==> src/rtl/neuron_layer3_integrator.sv <==
// Per-timestep integrator for one layer-3 neuron: accumulates weighted spikes
// onto the membrane, applies a shift-based leak, then fires or writes the result back.
module neuron_layer3_integrator #(
  parameter int BIT_WIDTH_MEMBRANE     = 16,
  parameter int BIT_WIDTH_BIG_MEMBRANE = 16,
  parameter int BIT_WIDTH_WEIGHT       = 8,
  parameter int LEAK_SHIFT             = 3
) (
  input  logic                                     clk,
  input  logic                                     reset_n,
  input  logic                                     ts_start_i,
  input  logic                                     spike_valid_i,
  input  logic signed [BIT_WIDTH_WEIGHT-1:0]       spike_weight_i,
  input  logic                                     ts_end_i,
  input  logic signed [BIT_WIDTH_MEMBRANE-1:0]     threshold_i,
  input  logic signed [BIT_WIDTH_MEMBRANE-1:0]     membrane_i,
  input  logic signed [BIT_WIDTH_BIG_MEMBRANE-1:0] big_membrane_i,
  output logic signed [BIT_WIDTH_MEMBRANE-1:0]     membrane_update_o,
  output logic                                     membrane_update_valid_o,
  output logic signed [BIT_WIDTH_BIG_MEMBRANE-1:0] big_membrane_update_o,
  output logic                                     big_membrane_update_valid_o,
  output logic                                     post_spiking_now_o,
  output logic                                     busy_o,
  output logic                                     done_o,
  output logic [7:0]                               spike_cnt_o,
  output logic                                     err_o
);

  localparam int M = BIT_WIDTH_MEMBRANE;
  localparam int B = BIT_WIDTH_BIG_MEMBRANE;
  localparam int W = BIT_WIDTH_WEIGHT;

  localparam logic signed [M-1:0] MEM_MAX = {1'b0, {(M-1){1'b1}}};
  localparam logic signed [M-1:0] MEM_MIN = {1'b1, {(M-1){1'b0}}};
  localparam logic signed [B-1:0] BIG_MAX = {1'b0, {(B-1){1'b1}}};
  localparam logic signed [B-1:0] BIG_MIN = {1'b1, {(B-1){1'b0}}};

  typedef enum logic [1:0] {IDLE, ACCUM, LEAK, FIRE} state_t;

  state_t              state_q, state_d;
  logic signed [M-1:0] acc_q, acc_d;
  logic [7:0]          cnt_q, cnt_d;
  logic                err_q, err_d;
  logic signed [M-1:0] memHold_q, memHold_d;
  logic signed [B-1:0] bigHold_q, bigHold_d;

  logic signed [M:0]   accWide;
  logic signed [M-1:0] accSum;
  logic signed [M-1:0] accLeak;
  logic signed [B:0]   bigWide;
  logic signed [B-1:0] bigSum;
  logic                inFire;
  logic                fireNow;
  logic                protoErr;

  // One guard bit is enough to detect overflow; clamp instead of wrapping.
  assign accWide = {acc_q[M-1], acc_q} + {{(M+1-W){spike_weight_i[W-1]}}, spike_weight_i};
  assign accSum  = (accWide[M] != accWide[M-1]) ? (accWide[M] ? MEM_MIN : MEM_MAX)
                                                : accWide[M-1:0];
  assign accLeak = acc_q - (acc_q >>> LEAK_SHIFT);

  assign bigWide = {{(B+1-M){acc_q[M-1]}}, acc_q} + {big_membrane_i[B-1], big_membrane_i};
  assign bigSum  = (bigWide[B] != bigWide[B-1]) ? (bigWide[B] ? BIG_MIN : BIG_MAX)
                                                : bigWide[B-1:0];

  assign inFire   = (state_q == FIRE);
  assign fireNow  = inFire && (acc_q >= threshold_i);
  assign protoErr = (ts_start_i && (state_q != IDLE)) ||
                    ((spike_valid_i || ts_end_i) && (state_q != ACCUM));

  always_comb begin
    state_d   = state_q;
    acc_d     = acc_q;
    cnt_d     = cnt_q;
    err_d     = err_q | protoErr;
    memHold_d = memHold_q;
    bigHold_d = bigHold_q;
    case (state_q)
      IDLE: begin
        if (ts_start_i) begin
          acc_d   = membrane_i;
          cnt_d   = 8'd0;
          state_d = ACCUM;
        end
      end
      ACCUM: begin
        if (spike_valid_i) begin
          acc_d = accSum;
          cnt_d = (cnt_q == 8'hFF) ? cnt_q : cnt_q + 8'd1;
        end
        if (ts_end_i) state_d = LEAK;
      end
      LEAK: begin
        acc_d   = accLeak;
        state_d = FIRE;
      end
      FIRE: begin
        // A firing neuron resets itself, so only a non-firing result is written back.
        if (!fireNow) memHold_d = acc_q;
        bigHold_d = bigSum;
        state_d   = IDLE;
      end
      default: state_d = IDLE;
    endcase
  end

  always_ff @(posedge clk or negedge reset_n) begin
    if (!reset_n) begin
      state_q   <= IDLE;
      acc_q     <= '0;
      cnt_q     <= '0;
      err_q     <= 1'b0;
      memHold_q <= '0;
      bigHold_q <= '0;
    end else begin
      state_q   <= state_d;
      acc_q     <= acc_d;
      cnt_q     <= cnt_d;
      err_q     <= err_d;
      memHold_q <= memHold_d;
      bigHold_q <= bigHold_d;
    end
  end

  assign membrane_update_valid_o     = inFire && !fireNow;
  assign membrane_update_o           = membrane_update_valid_o ? acc_q : memHold_q;
  assign big_membrane_update_valid_o = inFire;
  assign big_membrane_update_o       = inFire ? bigSum : bigHold_q;
  assign post_spiking_now_o          = fireNow;
  assign done_o                      = inFire;
  assign busy_o                      = (state_q != IDLE);
  assign spike_cnt_o                 = cnt_q;
  assign err_o                       = err_q;

endmodule

==> config.mk <==
export PLATFORM = sky130hd
export DESIGN_NAME = neuron_layer3_integrator
export DESIGN_NICKNAME = d
export VERILOG_FILES = /design/src/rtl/neuron_layer3_integrator.sv
export SDC_FILE = /design/constraint.sdc
export NUM_CORES = 1
export LEC_CHECK = 0
export BUFFER_PORTS_ARGS = -buffer_cell sky130_fd_sc_hd__buf_4
export CORE_ASPECT_RATIO = 0.7
export CORE_UTILIZATION = 52
export DETAILED_ROUTE_END_ITERATION = 8
export PLACE_DENSITY_LB_ADDON = 0.05
export SKIP_CTS_REPAIR_TIMING = 1
export SLEW_MARGIN = 20
export SYNTH_ARGS = -nofsm -noshare
export SYNTH_HDL_FRONTEND = slang
export SYNTH_SLANG_ARGS = --single-unit
==> constraint.sdc <==
create_clock -name clk -period 2.8 [get_ports clk]
set_input_delay 0 -clock clk [delete_from_list [all_inputs] [get_ports clk]]
set_output_delay 0 -clock clk [all_outputs]
set_load 0.01 [all_outputs]
==> results.yml <==
outcome:
  outcome: "finished with violations"
  failed_checks: "design-rule violations, negative hold slack, negative setup slack"
drt:
  drt-total-wl_um: 17600
  antenna_left: 0
  drc_errors: 8
  avgViaCountPerCell: 6.10
  drtIter0Drc: 335
  vias: 5820
  routedWlPerCell_um: 18.5
  firstDrtPassIters: 7
worst_setup_path:
  crit_type: "reg -> out"
  cp.required_ps: 2800
  cp.arrival_ps: 3230
  worst_setup_path_start_kind: "register"
  cp_max_fo: 7
  r2r_start: "acc_q[0]$_DFFE_PN0P_"
  startpoint: "acc_q[0]$_DFFE_PN0P_"
  worst_setup_path_end_kind: "primary output"
  crit_end: "big_membrane_update_o[1]"
  r2r_cells: 12
  r2r_slack_ps: -310
  r2r-end: "acc_q[9]$_DFFE_PN0P_"
sta:
  setup_violations: 49
  fmax_mhz: 310
  holdWs_ps: -36.0
  slew_headroom_pct: 45.4
  skew_ps: 11.3
  maxSlewViolCount: 0
  worstMarginPinSlew_ps: 819
  hold_violations: 1
  worst_slack_ps: -427
  min_period_over_period_pct: 115
  min_period_ps: 3230
  grt_setup_unrepaired: "yes"
placement:
  globalplace.congestion: 0.864
  dpl.cell_count: 901
  placed_area_um2: 6760
  post-dp-hpwl_um: 11900
  port_buffers: 106
cts:
  ctsLongestPathBuffers: 2
  insertion_delay_ps: 340
  cts_num_sinks: 59
  h-tree-depth: 3
  cts_inserted_buffers: 9
  cts_tree: "built"
  cts_root_buf: "clkbuf_16"
  clk_pin_slew_ps: 60
cells_and_area:
  fin_area_um2: 7930
  fin_cells: 954
  multiInputGateArea_um2: 4200
  regArea_um2: 1480
  fill_cells: 737
  drive_above_1_share_pct: 36.3
  finalNetCount: 949
  area_delta_synth_final_pct: 42.8
  fin_util_pct: 76.6
  n_antenna_cell: 0
flow_run:
  maxCapViolCount: 0
global_routing:
  gr-usage-all-layers_pct: 29.0
  grt_max_degree: 60
  grt_antenna_before_repair: 0
  gr-total-overflow: 0
  grt_pass1_wl_um: 25300
  grt_pass1_vias: 5166
logic_synthesis:
  avgSynthCellArea_um2: 8.70
  yosysWarnings: 0
  ys_seq_area_share_pct: 26.6
  ys_ff_latch: 59
  async_flop_share_pct: 100
  synth_enable_flop_cells: 0
  netlist_area_um2: 5550
  ys_types: 70
  synth-main-ff-cell: "dfrtp_1"
  syn_nets: 770
  syn-instance-count: 638
floorplan:
  die_h_um: 88.5
  start_util_pct: 53.6
  die_x_um: 126
  die-area_um2: 11100
  core-area_um2: 10400
  io_pins: 107
  rows: 31
pwr:
  powerDensity_nw_per_um2: 1590
  finalPower_mw: 12.6
  p_leak_nw: 3.75
  ir_drop_mv: 0.740
hold_path:
  hp-class: "in -> reg"
  whs_path_depth: 3
per-stage QoR:
step / setup WS [ps] / hold WS (ps) / setup TNS, ps
floorplan: 15.7 / -296 / 0
global placement: -101 / 126 / -1330
detailed placement: -214 / 147 / -4630
CTS: -511 / -212 / -15960
global route: -534 / 21.2 / -18330
finish: -427 / -36.0 / -11990
routing by layer:
metal  track usage (%)  share of wire [%]  vias up
li1                  -                  -     2724
met1              41.3                 47     2845
met2              45.8                 45      227
met3              5.02                6.6       24
met4              7.87                1.3        0
met5                 0                  0        -
where the power goes:
group	switching (mW)	total [mW]	internal, mW
Combinational	5.03	9.61	4.59
Sequential	0.363	1.64	1.28
Clock	0.443	1.34	0.895
critical path, stage by stage (launching register included):
cell,delay (ps)
dfrtp_2,430
ha_4,160
inv_2,40
fa_2,360
nor2b_4,170
o31ai_4,80
a211oi_2,350
o31a_1,190
o21ai_1,60
a31oi_1,170
buf_4,190
buf_12,130
a21boi_0,100
o2bb2ai_1,270
buf_4,180
worst min-delay path by stage:
stage                                   end            from  slack [ps]
finish                acc_q[15]$_DFFE_PN0P_  membrane_i[15]         -40
global route          acc_q[15]$_DFFE_PN0P_  membrane_i[15]          20
CTS                  bigHold_q[2]$_DFF_PN0_         reset_n        -210
detailed placement  bigHold_q[15]$_DFF_PN0_         reset_n         150
global placement    bigHold_q[15]$_DFF_PN0_         reset_n         130
floorplan              acc_q[0]$_DFFE_PN0P_         reset_n        -300
cells in the final DEF (no fill, tap or decap), types with 7 or more instances in the layout:
cell       instances
a21o_1            21
a21oi_1           41
a21oi_2           14
a31oi_1            8
buf_4            155
buf_6             27
clkbuf_16         10
dfrtp_1           53
ha_1              59
ha_4               9
inv_1             44
mux2_4            18
nand2_1           34
nand2b_1           7
nand3_1           11
nor2_1            37
nor2b_1           10
nor3_1            20
o21a_1            10
o21ai_0           44
o21ai_1           11
o2bb2ai_2          9
or3_1             17
xnor2_1           22
xor2_1             8
cell usage after synthesis (3+ instances only):
library cell	number	area, um2
a211oi_1	9	67.6
o21ai_0	52	260
nor3_1	23	115
nand3_1	11	55.1
o21a_1	10	75.1
o2bb2ai_1	13	114
dfrtp_1	59	1480
nand2b_1	7	43.8
xnor2_1	22	193
buf_4	4	30.0
inv_1	46	173
or2_2	3	18.8
xor2_1	8	70.1
o211ai_1	4	30.0
o21bai_1	4	30.0
nor2_1	38	143
a31oi_1	8	50.1
clkbuf_1	12	45.0
buf_6	3	33.8
o22ai_1	3	18.8
nand4_1	3	18.8
nand2_1	34	128
ha_1	68	851
or3_1	17	106
nor2b_1	11	68.8
o221ai_1	3	26.3
a21o_1	21	158
fa_1	3	60.1
a22o_1	5	43.8
o21ai_1	7	35.0
a211oi_2	3	37.5
a21oi_1	56	280
a32oi_1	6	52.6
mux2_2	17	191
registers in the layout, indices dropped and copies added (netlist names):
name and cells:
acc_q 16, bigHold_q 16, memHold_q 16, spike_cnt_o 8
state_q 2, err_o 1
area by class of cell:
cell class	count	area share [%]
multi-input cells	513	53.0
repair buffers	188	19.6
flip-flops and latches	59	18.7
clock buffers	10	3.01
inverters	46	2.18
well taps	132	2.08
clock inverters	6	1.42
logic make-up (layout without fill, tap and decap cells):
| group | after synthesis | in the layout | share of synthesized area, % |
|---|---|---|---|
| muxes | 20 | 21 | 4.08 |
| AOI/OAI and AO/OA | 230 | 230 | 28.4 |
| DFF | 59 | 59 | 26.6 |
| and+or+nand+nor | 159 | 159 | 14.1 |
| xor gates and xnor gates | 31 | 31 | 5.02 |
| adders and majority gates | 72 | 72 | 16.6 |
| buffers and inverters | 67 | 250 | 5.23 |
(Power assumes the default switching activity.)
